### config.mk
export PLATFORM = sky130hd
export DESIGN_NAME = hazard_ctrl_unit_flat
export DESIGN_NICKNAME = d
export VERILOG_FILES = /design/src/rtl/hazard_ctrl_unit_if.sv /design/src/rtl/hazard_ctrl_unit.sv /design/src/flat_wrapper.sv
export SDC_FILE = /design/constraint.sdc
export NUM_CORES = 1
export LEC_CHECK = 0
export ABC_CLOCK_PERIOD_IN_PS = 2800
export CAP_MARGIN = 20
export CORE_MARGIN = 5
export CORE_UTILIZATION = 33
export DETAILED_ROUTE_END_ITERATION = 16
export PLACE_DENSITY = 0.52
export SYNTH_ARGS = -nofsm -noshare
export SYNTH_HDL_FRONTEND = slang
export SYNTH_SLANG_ARGS = --single-unit
### constraint.sdc
create_clock -name CLK -period 2.8 [get_ports CLK]
set_input_delay 0.56 -clock CLK [delete_from_list [all_inputs] [get_ports CLK]]
set_output_delay 0.56 -clock CLK [all_outputs]
set_load 0.1 [all_outputs]
### src/rtl/hazard_ctrl_unit_if.sv
`timescale 1ns/1ps
// Interface between the pipeline control path and hazard_ctrl_unit.
// The pipeline side (master) drives decode/memory/branch status.
// The hazard unit (slave) returns freeze, flush, bubble and forwarding controls.
interface hazard_ctrl_unit_if #(
  parameter int DEPTH = 3,
  parameter int CNT_W = 16
);
  localparam int SEL_W = $clog2(DEPTH + 1);

  // Pipeline status into the hazard unit
  logic             start;
  logic             id_valid;
  logic [4:0]       id_rs;
  logic [4:0]       id_rt;
  logic             id_use_rs;
  logic             id_use_rt;
  logic             id_wen;
  logic [4:0]       id_wsel;
  logic             id_is_load;
  logic             dmem_req;
  logic             dhit;
  logic             redirect;

  // Control back to the pipeline latches and bypass muxes
  logic             freeze_if;
  logic             freeze_id;
  logic             freeze_all;
  logic             flush_ifid;
  logic             bubble_idex;
  logic [SEL_W-1:0] fwd_rs_sel;
  logic [SEL_W-1:0] fwd_rt_sel;
  logic             mem_timeout;
  logic [CNT_W-1:0] stall_cycles;

  modport master (
    output start, id_valid, id_rs, id_rt, id_use_rs, id_use_rt,
           id_wen, id_wsel, id_is_load, dmem_req, dhit, redirect,
    input  freeze_if, freeze_id, freeze_all, flush_ifid, bubble_idex,
           fwd_rs_sel, fwd_rt_sel, mem_timeout, stall_cycles
  );

  modport slave (
    input  start, id_valid, id_rs, id_rt, id_use_rs, id_use_rt,
           id_wen, id_wsel, id_is_load, dmem_req, dhit, redirect,
    output freeze_if, freeze_id, freeze_all, flush_ifid, bubble_idex,
           fwd_rs_sel, fwd_rt_sel, mem_timeout, stall_cycles
  );
endinterface

### src/rtl/hazard_ctrl_unit.sv
`timescale 1ns/1ps
// Pipeline hazard control.
// A DEPTH-entry scoreboard shadows the destination registers of the
// instructions in EX (entry 0) through WB (entry DEPTH-1). The decode
// instruction is compared against it to detect RAW hazards, choose bypass
// sources, and raise freeze/bubble/flush controls. A small RUN/WAIT machine
// tracks data-memory waits and flags waits that run too long.
module hazard_ctrl_unit #(
  parameter int DEPTH    = 3,   // scoreboard entries, 2..6
  parameter int FWD_EN   = 1,   // 1: bypass network present, stall only on load-use
  parameter int MAX_WAIT = 16,  // memory-wait cycles before mem_timeout
  parameter int CNT_W    = 16   // width of the stall counter
) (
  input  logic              CLK,
  input  logic              nRST,
  hazard_ctrl_unit_if.slave bus
);

  localparam int SEL_W  = $clog2(DEPTH + 1);
  localparam int WCNT_W = $clog2(MAX_WAIT + 1);

  typedef enum logic [0:0] {
    ST_RUN  = 1'b0,
    ST_WAIT = 1'b1
  } state_e;

  // One in-flight writer: does it write, which register, is it a load.
  typedef struct packed {
    logic       valid;
    logic [4:0] wsel;
    logic       is_load;
  } sb_entry_t;

  sb_entry_t         sb_q [DEPTH];
  sb_entry_t         sb_d [DEPTH];

  state_e            state_q, state_d;
  logic [WCNT_W-1:0] wait_cnt_q, wait_cnt_d;
  logic              timeout_q, timeout_d, timeout_now;
  logic [CNT_W-1:0]  stall_q, stall_d;

  logic              active;
  logic              memwait;
  logic              redirect_act;
  logic              loaduse_raw;
  logic              loaduse_act;
  logic [DEPTH-1:0]  hit_rs, hit_rt;
  logic [SEL_W-1:0]  fwd_rs, fwd_rt;

  // NOTE: nRST also gates the combinational controls, so every output is 0
  // while reset is held even if the pipeline keeps driving live inputs.
  assign active  = bus.start & nRST;

  // A hit in the same cycle as the request completes the access: no stall.
  assign memwait = active & bus.dmem_req & ~bus.dhit;

  // Compare each decode source with every scoreboard entry; r0 never matches.
  always_comb begin
    for (int k = 0; k < DEPTH; k++) begin
      hit_rs[k] = sb_q[k].valid && (sb_q[k].wsel != 5'd0) && bus.id_valid &&
                  bus.id_use_rs && (sb_q[k].wsel == bus.id_rs);
      hit_rt[k] = sb_q[k].valid && (sb_q[k].wsel != 5'd0) && bus.id_valid &&
                  bus.id_use_rt && (sb_q[k].wsel == bus.id_rt);
    end
  end

  // Decide whether decode must wait for a producer.
  always_comb begin
    loaduse_raw = 1'b0;
    if (FWD_EN != 0) begin
      // Only a load still in EX cannot be bypassed in time.
      loaduse_raw = (hit_rs[0] | hit_rt[0]) & sb_q[0].is_load;
    end else begin
      // Without bypassing, any pending writer of a source blocks decode.
      loaduse_raw = |(hit_rs | hit_rt);
    end
  end

  // Priority: memory wait freezes everything, then redirect squashes the
  // decode instruction (so its load-use stall is moot), then load-use.
  assign redirect_act = active & ~memwait & bus.redirect;
  assign loaduse_act  = active & ~memwait & ~bus.redirect & loaduse_raw;

  // Bypass selects: youngest eligible producer wins, 0 means register file.
  always_comb begin
    // NOTE: defaults first, so no path through this block leaves a select
    // unassigned and no latch is inferred.
    fwd_rs = '0;
    fwd_rt = '0;
    // Walk oldest to youngest so the youngest eligible match is kept last.
    for (int k = DEPTH - 1; k >= 0; k--) begin
      if (hit_rs[k] && (!sb_q[k].is_load || k != 0)) begin
        fwd_rs = SEL_W'(k + 1);
      end
      if (hit_rt[k] && (!sb_q[k].is_load || k != 0)) begin
        fwd_rt = SEL_W'(k + 1);
      end
    end
    if (FWD_EN == 0 || !active) begin
      fwd_rs = '0;
      fwd_rt = '0;
    end
  end

  // Scoreboard advance: shift toward WB unless frozen or disabled; entry 0
  // takes the decode instruction, or a bubble when decode does not advance.
  always_comb begin
    sb_d = sb_q;
    if (active && !memwait) begin
      for (int k = DEPTH - 1; k > 0; k--) begin
        sb_d[k] = sb_q[k - 1];
      end
      if (redirect_act || loaduse_act) begin
        sb_d[0] = '0;
      end else begin
        sb_d[0] = '{valid:   bus.id_valid & bus.id_wen,
                    wsel:    bus.id_wsel,
                    is_load: bus.id_is_load};
      end
    end
  end

  // Scoreboard storage.
  // NOTE: the scoreboard is a handful of flops, not a RAM; every valid bit
  // must clear on reset or a stale writer would raise phantom hazards.
  always_ff @(posedge CLK or negedge nRST) begin
    if (!nRST) begin
      for (int k = 0; k < DEPTH; k++) begin
        sb_q[k] <= '0;
      end
    end else begin
      for (int k = 0; k < DEPTH; k++) begin
        sb_q[k] <= sb_d[k];
      end
    end
  end

  // Wait tracker: wait_cnt_d is the number of consecutive wait cycles
  // including the current one, saturating at MAX_WAIT.
  always_comb begin
    state_d    = state_q;
    wait_cnt_d = wait_cnt_q;
    case (state_q)
      ST_RUN: begin
        wait_cnt_d = '0;
        if (memwait) begin
          state_d    = ST_WAIT;
          wait_cnt_d = WCNT_W'(1);
        end
      end
      ST_WAIT: begin
        if (bus.dhit) begin
          state_d    = ST_RUN;
          wait_cnt_d = '0;
        end else if (memwait && (wait_cnt_q < WCNT_W'(MAX_WAIT))) begin
          wait_cnt_d = wait_cnt_q + 1'b1;
        end
      end
      default: begin
        state_d    = ST_RUN;
        wait_cnt_d = '0;
      end
    endcase
  end

  // Timeout flag is visible in the cycle the limit is reached, then sticks.
  assign timeout_now = memwait && (wait_cnt_d >= WCNT_W'(MAX_WAIT));
  assign timeout_d   = timeout_q | timeout_now;

  // Stall counter: frozen or load-use cycles count, redirects do not.
  always_comb begin
    stall_d = stall_q;
    if ((memwait || loaduse_act) && (stall_q != '1)) begin
      stall_d = stall_q + 1'b1;
    end
  end

  // State, counters and sticky flag.
  // NOTE: sequential state uses non-blocking assignments so every register
  // samples the values from before the clock edge.
  always_ff @(posedge CLK or negedge nRST) begin
    if (!nRST) begin
      state_q    <= ST_RUN;
      wait_cnt_q <= '0;
      timeout_q  <= 1'b0;
      stall_q    <= '0;
    end else begin
      state_q    <= state_d;
      wait_cnt_q <= wait_cnt_d;
      timeout_q  <= timeout_d;
      stall_q    <= stall_d;
    end
  end

  assign bus.freeze_all   = memwait;
  assign bus.freeze_if    = loaduse_act;
  assign bus.freeze_id    = loaduse_act;
  assign bus.flush_ifid   = redirect_act;
  assign bus.bubble_idex  = redirect_act | loaduse_act;
  assign bus.fwd_rs_sel   = fwd_rs;
  assign bus.fwd_rt_sel   = fwd_rt;
  assign bus.mem_timeout  = timeout_q | timeout_now;
  assign bus.stall_cycles = stall_q;

endmodule

### src/flat_wrapper.sv
// flat-port wrapper written by rule: the top's interface ports become plain ports
module hazard_ctrl_unit_flat 
#(
  parameter int DEPTH    = 3,                              
  parameter int FWD_EN   = 1,                                                       
  parameter int MAX_WAIT = 16,                                          
  parameter int CNT_W    = 16                                
)
  (CLK, nRST, bus_start, bus_id_valid, bus_id_rs, bus_id_rt, bus_id_use_rs, bus_id_use_rt, bus_id_wen, bus_id_wsel, bus_id_is_load, bus_dmem_req, bus_dhit, bus_redirect, bus_freeze_if, bus_freeze_id, bus_freeze_all, bus_flush_ifid, bus_bubble_idex, bus_fwd_rs_sel, bus_fwd_rt_sel, bus_mem_timeout, bus_stall_cycles);
  hazard_ctrl_unit_if #(.DEPTH(DEPTH), .CNT_W(CNT_W)) bus_i ();
  input  logic CLK;
  input  logic nRST;
  input wire logic [$bits(bus_i.start)-1:0] bus_start;
  input wire logic [$bits(bus_i.id_valid)-1:0] bus_id_valid;
  input wire logic [$bits(bus_i.id_rs)-1:0] bus_id_rs;
  input wire logic [$bits(bus_i.id_rt)-1:0] bus_id_rt;
  input wire logic [$bits(bus_i.id_use_rs)-1:0] bus_id_use_rs;
  input wire logic [$bits(bus_i.id_use_rt)-1:0] bus_id_use_rt;
  input wire logic [$bits(bus_i.id_wen)-1:0] bus_id_wen;
  input wire logic [$bits(bus_i.id_wsel)-1:0] bus_id_wsel;
  input wire logic [$bits(bus_i.id_is_load)-1:0] bus_id_is_load;
  input wire logic [$bits(bus_i.dmem_req)-1:0] bus_dmem_req;
  input wire logic [$bits(bus_i.dhit)-1:0] bus_dhit;
  input wire logic [$bits(bus_i.redirect)-1:0] bus_redirect;
  output wire logic [$bits(bus_i.freeze_if)-1:0] bus_freeze_if;
  output wire logic [$bits(bus_i.freeze_id)-1:0] bus_freeze_id;
  output wire logic [$bits(bus_i.freeze_all)-1:0] bus_freeze_all;
  output wire logic [$bits(bus_i.flush_ifid)-1:0] bus_flush_ifid;
  output wire logic [$bits(bus_i.bubble_idex)-1:0] bus_bubble_idex;
  output wire logic [$bits(bus_i.fwd_rs_sel)-1:0] bus_fwd_rs_sel;
  output wire logic [$bits(bus_i.fwd_rt_sel)-1:0] bus_fwd_rt_sel;
  output wire logic [$bits(bus_i.mem_timeout)-1:0] bus_mem_timeout;
  output wire logic [$bits(bus_i.stall_cycles)-1:0] bus_stall_cycles;
  assign bus_i.start = bus_start;
  assign bus_i.id_valid = bus_id_valid;
  assign bus_i.id_rs = bus_id_rs;
  assign bus_i.id_rt = bus_id_rt;
  assign bus_i.id_use_rs = bus_id_use_rs;
  assign bus_i.id_use_rt = bus_id_use_rt;
  assign bus_i.id_wen = bus_id_wen;
  assign bus_i.id_wsel = bus_id_wsel;
  assign bus_i.id_is_load = bus_id_is_load;
  assign bus_i.dmem_req = bus_dmem_req;
  assign bus_i.dhit = bus_dhit;
  assign bus_i.redirect = bus_redirect;
  assign bus_freeze_if = bus_i.freeze_if;
  assign bus_freeze_id = bus_i.freeze_id;
  assign bus_freeze_all = bus_i.freeze_all;
  assign bus_flush_ifid = bus_i.flush_ifid;
  assign bus_bubble_idex = bus_i.bubble_idex;
  assign bus_fwd_rs_sel = bus_i.fwd_rs_sel;
  assign bus_fwd_rt_sel = bus_i.fwd_rt_sel;
  assign bus_mem_timeout = bus_i.mem_timeout;
  assign bus_stall_cycles = bus_i.stall_cycles;
  hazard_ctrl_unit #(.DEPTH(DEPTH), .FWD_EN(FWD_EN), .MAX_WAIT(MAX_WAIT), .CNT_W(CNT_W)) u_core (.CLK(CLK), .nRST(nRST), .bus(bus_i));
endmodule
==> results of run 1 <==
[where the power goes]
| part | switching (mW) | internal (mW) |
|---|---|---|
| clock | 0.223 | 0.175 |
| sequential | 0.101 | 0.676 |
| combinational | 0.352 | 0.189 |
[sequential cells by signal, indices dropped and copies added (netlist names)]
register,flops
u_core.timeout_q,1
u_core.wait_cnt_q,5
u_core.bus.stall_cycles,16
u_core.sb_q,19
u_core.state_q,1
[critical path: stages (launching register included)]
cell and delay [ns]:
dfrtp_2 0.46, xor2_1 0.16, nor4_1 0.32, nand3_1 0.17
a2111o_1 0.46, or2b_4 0.24, buf_12 0.16
[through the flow]
stage	hold slack, ns	total power, mW
global route	0.254	1.81
CTS	0.251	1.73
finish	0.254	1.72
global placement	0.460	1.32
detailed placement	0.464	1.32
floorplan	0.264	1.13
[final timing paths]
check                                                          to                         from  cells past startpoint
max in group asynchronous             u_core.sb_q[19]$_DFFE_PN0N_                         nRST                      2
max reg2reg                u_core.bus.stall_cycles[1]$_DFFE_PN0P_  u_core.sb_q[15]$_DFFE_PN0N_                      7
min in group CLK                       u_core.timeout_q$_DFF_PN0_   u_core.timeout_q$_DFF_PN0_                      1
max                                               bus_bubble_idex  u_core.sb_q[17]$_DFFE_PN0N_                      6
min reg2reg                            u_core.timeout_q$_DFF_PN0_   u_core.timeout_q$_DFF_PN0_                      1
min                        u_core.bus.stall_cycles[1]$_DFFE_PN0P_                         nRST                      2
[layout by cell type, fill, tap and decap left out, types with 4 or more instances in the layout]
| cell type | instances |
|---|---|
| buf_12 | 10 |
| buf_4 | 41 |
| nand4_1 | 6 |
| nor4_1 | 4 |
| dfrtp_1 | 38 |
| clkbuf_8 | 5 |
| xor2_1 | 31 |
| mux2_2 | 4 |
| a21oi_1 | 6 |
| clkdlybuf4s50_1 | 14 |
| nor2_1 | 13 |
| xnor2_1 | 12 |
| dfrtp_2 | 4 |
| a22o_1 | 6 |
| dlygate4sd2_1 | 4 |
| nand3_1 | 12 |
| nand2_1 | 49 |
[cells by family after synthesis]
kind of cell    Yosys count  synth area share [%]
mux                       4                  1.95
simple gates            113                  24.9
buf+inv                   9                  1.62
fa+ha+maj                 2                  1.08
xor+xnor                 44                  16.7
compound gates           25                  8.28
flops                    42                  45.5
[final cells by class]
type	count	area share (%)
clock buffer	5	2.07
timing repair buffer	76	22.4
clock inverter	3	0.640
inverter	4	0.640
multi-input combinational	188	38.9
sequential	42	31.8
tap	96	3.61
[per-layer routing]
layer / wire (um) / track usage [%]
met1: 2760 / 18.8
met3: 372 / 4.57
met2: 2800 / 24.0
met4: 104 / 4.33
met5: 0 / 0
[what timing repair did]
item / 4_1_cts / 5_1_grt
buffers inserted: 3 / 1
gates resized for setup: 20 / 9
endpoints found under the setup margin: 7 / 7
pin swaps: 7 / 6
==> metrics.md, run 1 <==
| Metric | Value |
|---|---|
| Util after Layout | `48.9%` |
| Clock period minus worst slack | `2.84 ns` |
| Clock Latency Late Sink | `0.30 ns` |
| CTS sink count | `42` |
| CTS tree | `yes` |
| Layout Skew | `0.00877 ns` |
| Vias in the first global route | `2,087` |
| Status | `complete, but fails checks` |
| Global-route usage over all layers | `14.7%` |
| Sequential area share after synthesis | `45.5%` |
| Worst Hold Class | `in -> async` |
| Chip width | `93.7 um` |
| Critical Path AT | `2.28 ns` |
| Die Area | `8780 um^2` |
| # diodes | `0` |
| Reg area | `1060 um^2` |
| Setup-failing EPs final | `1` |
| Unrepaired setup endpoints after global routing | `yes` |
| Cell total after placement | `402` |
| Final count of hold timing violations | `0` |
| Routed WL | `6040 um` |
| Layout area overhead | `43.7%` |
| TNS Setup | `-0.0424 ns` |
| Clock buffer count from CTS | `5` |
| Via-to-Cell Ratio | `4.75` |
| Mean Syn Cell Area | `9.67 um^2` |
| Failing checks | `setup timing` |
| Post-synth top cells | `nand2_1 (49), dfrtp_1 (42), xor2_1 (32)` |
| Die H | `93.7 um` |
| Yosys cell types | `40` |
| CTS max path bufs | `2` |
| Routed WL per cell | `14.6 um` |
| Critical-path maximum fanout | `4` |
| Top cell type's share of synthesized area | `45.5%` |
| Number of vias in the routed layout | `1,966` |
| Post-Place Cell Area | `3170 um^2` |
| Cells after Synth | `239` |
| Multi-input logic area | `1290 um^2` |
| Post-route cell area | `3320 um^2` |
| Clock Pin Slew Worst Setup and Hold Paths | `0.09 ns` |
| Setup Crit Path Kind | `reg -> out` |
| Critical path endpoint category | `output port` |
| Row cnt | `30` |
| Period utilization | `102%` |
| Dpl hpwl | `4770 um` |
| GPL Wtd Cong | `0.825` |
| Initial antenna violation count | `0` |
| Post-synth top area cell | `dfrtp_1` |
| Nets | `345` |
| Max_cap viols | `0` |
| Predominant post-synthesis flop cell | `dfrtp_1` |
| Pleak | `1.55 nW` |
| Initial core utilization | `34.0%` |
| Worst path required time | `2.24 ns` |
| Root buf cell | `clkbuf_8` |
| Fill cells | `662` |
| Layout Cells excl Fill | `414` |
| Cell Pwr Density | `516 nW/um^2` |
| Largest net degree at the start of global routing | `32` |
| FFs w/ async S/R, synth | `100%` |
| Grt total ovfl | `0` |
| First-pass GRT wire length | `10,300 um` |
| Cell with the most instances after synthesis | `nand2_1` |
| Synth Register Bits | `42` |
| Pins Over Slew Limit | `0` |
| DRT iter0 DRCs | `94` |
| FMAX | `0.352 GHz` |
| Num ports | `52` |
| Worst slack, placed | `-0.246 ns` |
| Yosys warning total | `0` |
| Synth area leaders | `dfrtp_1 (45%), xor2_1 (12%), nand2_1 (8.0%)` |
| DRC viols | `0` |
| Htree depth | `2` |
| Worst-margin pin slew | `0.772 ns` |
| Post-synth EDFFs | `0` |
| Hold buffers post-CTS | `0` |
| Relative slew slack | `48.1%` |
| Layout cells sized above 1 | `28.6%` |
| Post-route ant nets | `0` |
| First-pass DRT Iterations | `4` |
| Post-Syn Area | `2310 um^2` |
| I/O Buffers | `51` |
| Core area | `6790 um^2` |
| Mapped Nets | `267` |
| Final worst slack | `-0.0424 ns` |
| CP Launch Type | `flip-flop` |
| R2r setup slk | `0.32 ns` |
| Peak VDD IR | `1010 uV` |
Power figures use the tool's default switching activity.
==> run 2: changes to the inputs <==
CORE_ASPECT_RATIO = 0.7   (was unset)
==> run 2 against run 1 <==
  * The run still ends with setup timing left
  * Sequential cell count unchanged
  * Non-clock buffer count up 6
  * Core utilization up 1.3 points
==> metrics.md, run 2 (synthesis results as in run 1) <==
| Metric | Value |
|---|---|
| Dpl hpwl | `4700 um (was 4770 um)` |
| Setup-failing EPs final | `4 (was 1)` |
| Max_cap viols | `0 (unchanged)` |
| Core area | `6790 um^2 (about the same)` |
| CTS sink count | `42 (unchanged)` |
| First-pass GRT wire length | `9870 um (was 10,300 um)` |
| R2R Path End | `u_core.bus.stall_cycles[1]$_DFFE_PN0P_ (unchanged)` |
| Reg-to-reg critical path startpoint | `u_core.sb_q[15]$_DFFE_PN0N_ (unchanged)` |
| Commonest non-fill, non-tap cell in the layout | `nand2_1 (unchanged)` |
| Peak VDD IR | `273 uV (was 1010 uV)` |
| Worst reg-to-reg path cell count | `8 (was 7)` |
| M2 GR Usage | `19.3% (was 24.0%)` |
| Post-route ant nets | `0 (unchanged)` |
| M3 GR Usage | `3.88% (was 4.57%)` |
| Worst Path Buf+Inv | `2 (was 1)` |
| Grt total ovfl | `0 (unchanged)` |
| Critical-path cell list | `dlygate4sd2_1 > xor2_1 > nor4_2 > nand3_1 > a2111o_1 > or2b_4 > buf_12 (was xor2_1 > nor4_1 > nand3_1 > a2111o_1 > or2b_4 > buf_12)` |
| Cell total after placement | `401 (was 402)` |
| Layout Skew | `0.0116 ns (was 0.00877 ns)` |
| Worst Hold Class | `in -> async (unchanged)` |
| Most flops, register | `u_core.sb_q (unchanged)` |
| CP max stage cell | `a2111o_1 (was dfrtp_2)` |
| Pins Over Slew Limit | `0 (unchanged)` |
| Htree depth | `2 (unchanged)` |
| Via-to-Cell Ratio | `4.77 (was 4.75)` |
| I/O Buffers | `51 (unchanged)` |
| Unrepaired setup endpoints after global routing | `yes (unchanged)` |
| Number of flip-flops in the largest register | `19 (unchanged)` |
| Hold buffers post-CTS | `0 (unchanged)` |
| First-pass DRT Iterations | `4 (unchanged)` |
| Initial core utilization | `34.1% (was 34.0%)` |
| TNS Setup | `-0.172 ns (was -0.0424 ns)` |
| Met1 track demand over resource | `23.0% (was 18.8%)` |
| Die Area | `8810 um^2 (was 8780 um^2)` |
| Layout cells sized above 1 | `30.7% (was 28.6%)` |
| Cell Pwr Density | `535 nW/um^2 (was 516 nW/um^2)` |
| Slowest cell delay on critical path | `0.50 ns (was 0.46 ns)` |
| Failing checks | `setup timing (unchanged)` |
| Relative slew slack | `43.5% (was 48.1%)` |
| Layout Cells excl Fill | `417 (was 414)` |
| Final worst slack | `-0.0581 ns (was -0.0424 ns)` |
| GRT Max-Usage Layer | `met1 (was met2)` |
| FMAX | `0.350 GHz (was 0.352 GHz)` |
| Worst-margin pin slew | `0.840 ns (was 0.772 ns)` |
| Pleak | `1.58 nW (was 1.55 nW)` |
| DRC viols | `0 (unchanged)` |
| Clock period minus worst slack | `2.86 ns (was 2.84 ns)` |
| Die H | `80.0 um (was 93.7 um)` |
| Clock buffer count from CTS | `5 (unchanged)` |
| Global-route usage over all layers | `14.5% (was 14.7%)` |
| CTS tree | `yes (unchanged)` |
| CP delay by family, top | `simple AND/OR/NAND/NOR gates (unchanged)` |
| Final count of hold timing violations | `0 (unchanged)` |
| Critical Path AT | `2.30 ns (was 2.28 ns)` |
| Number of vias in the routed layout | `1,988 (was 1,966)` |
| Critical-path maximum fanout | `3 (was 4)` |
| Worst slack, placed | `-0.304 ns (was -0.246 ns)` |
| Layout area overhead | `47.3% (was 43.7%)` |
| Routed WL per cell | `14.8 um (was 14.6 um)` |
| Clock Pin Slew Worst Setup and Hold Paths | `0.08 ns (was 0.09 ns)` |
| R2r setup slk | `0.23 ns (was 0.32 ns)` |
| Row cnt | `25 (was 30)` |
| DRT iter0 DRCs | `76 (was 94)` |
| GPL Wtd Cong | `0.843 (was 0.825)` |
| Largest net degree at the start of global routing | `24 (was 32)` |
| Setup Crit Path Kind | `in -> out (was reg -> out)` |
| Root buf cell | `clkbuf_8 (unchanged)` |
| Nets | `351 (was 345)` |
| Most frequent cells in the layout | `nand2_1 (49), buf_4 (45), dfrtp_1 (38) (was nand2_1 (49), buf_4 (41), dfrtp_1 (38))` |
| CTS max path bufs | `2 (unchanged)` |
| Initial antenna violation count | `0 (unchanged)` |
| Routed WL | `6150 um (was 6040 um)` |
| # diodes | `0 (unchanged)` |
| Vias in the first global route | `1,899 (was 2,087)` |
| Status | `complete, but fails checks (unchanged)` |
| CP Launch Type | `primary input (was flip-flop)` |
| Chip width | `110 um (was 93.7 um)` |
| Num ports | `52 (unchanged)` |
| Period utilization | `102% (about the same)` |
| Critical path endpoint category | `output port (unchanged)` |
| Fill cells | `643 (was 662)` |
| Clock Latency Late Sink | `0.28 ns (was 0.30 ns)` |
| Worst path required time | `2.24 ns (about the same)` |
==> run 2: report_power, final <==
part	internal, mW	switching (mW)	total (mW)
logic	0.195	0.357	0.553
registers	0.676	0.107	0.783
clock network	0.286	0.200	0.486
==> run 2: final cells by class <==
class	count	area [um^2]	share of cell area (%)
clock buffer	6	82.6	2.42
tap	94	118	3.45
multi-input combinational	188	1300	38.2
sequential	42	1060	31.0
inverter	4	26.3	0.771
timing repair buffer	82	791	23.2
clock inverter	1	30.0	0.882
==> run 2: stage by stage <==
stage	total power [mW]	instance area [um^2]	hold WS (ns)	util [%]
5_1_grt	1.93	3410	0.323	50.2
4_1_cts	1.83	3330	0.316	49.0
3_5_place_dp	1.32	3170	0.464	46.7
2_1_floorplan	1.13	2340	0.264	-
3_3_place_gp	1.32	3170	0.465	46.7
6_report	1.82	3410	0.303	50.2
==> run 2: layer usage <==
layer  wire length, um  up-vias  part of all wire (%)
met5                 0        -                     0
met2              2490       44                    40
met4                24        0                  0.39
met3               333        2                   5.4
li1                  -      989                     -
met1              3310      953                    54
==> run 2: worst max-delay path by stage <==
| stage | to | cells after the start | slack (ns) | startpoint |
|---|---|---|---|---|
| after floorplan | bus_fwd_rs_sel[1] | 4 | -0.21 | u_core.sb_q[15]$_DFFE_PN0N_ |
| after global placement | bus_fwd_rs_sel[1] | 8 | -0.29 | bus_id_rs[2] |
| after detailed placement | bus_bubble_idex | 7 | -0.30 | bus_id_rs[3] |
| after CTS | bus_bubble_idex | 6 | -0.09 | u_core.sb_q[17]$_DFFE_PN0N_ |
| after global routing | bus_bubble_idex | 6 | -0.15 | u_core.sb_q[18]$_DFFE_PN0N_ |
| final | bus_bubble_idex | 7 | -0.06 | bus_id_rt[0] |
==> run 2: timing repair <==
item | in CTS | in global routing
hold endpoints to repair | 0 | 0
buffers inserted | 2 | 7
setup endpoints to repair | 7 | 7
resized for setup | 26 | 12
pin swaps | 8 | 13
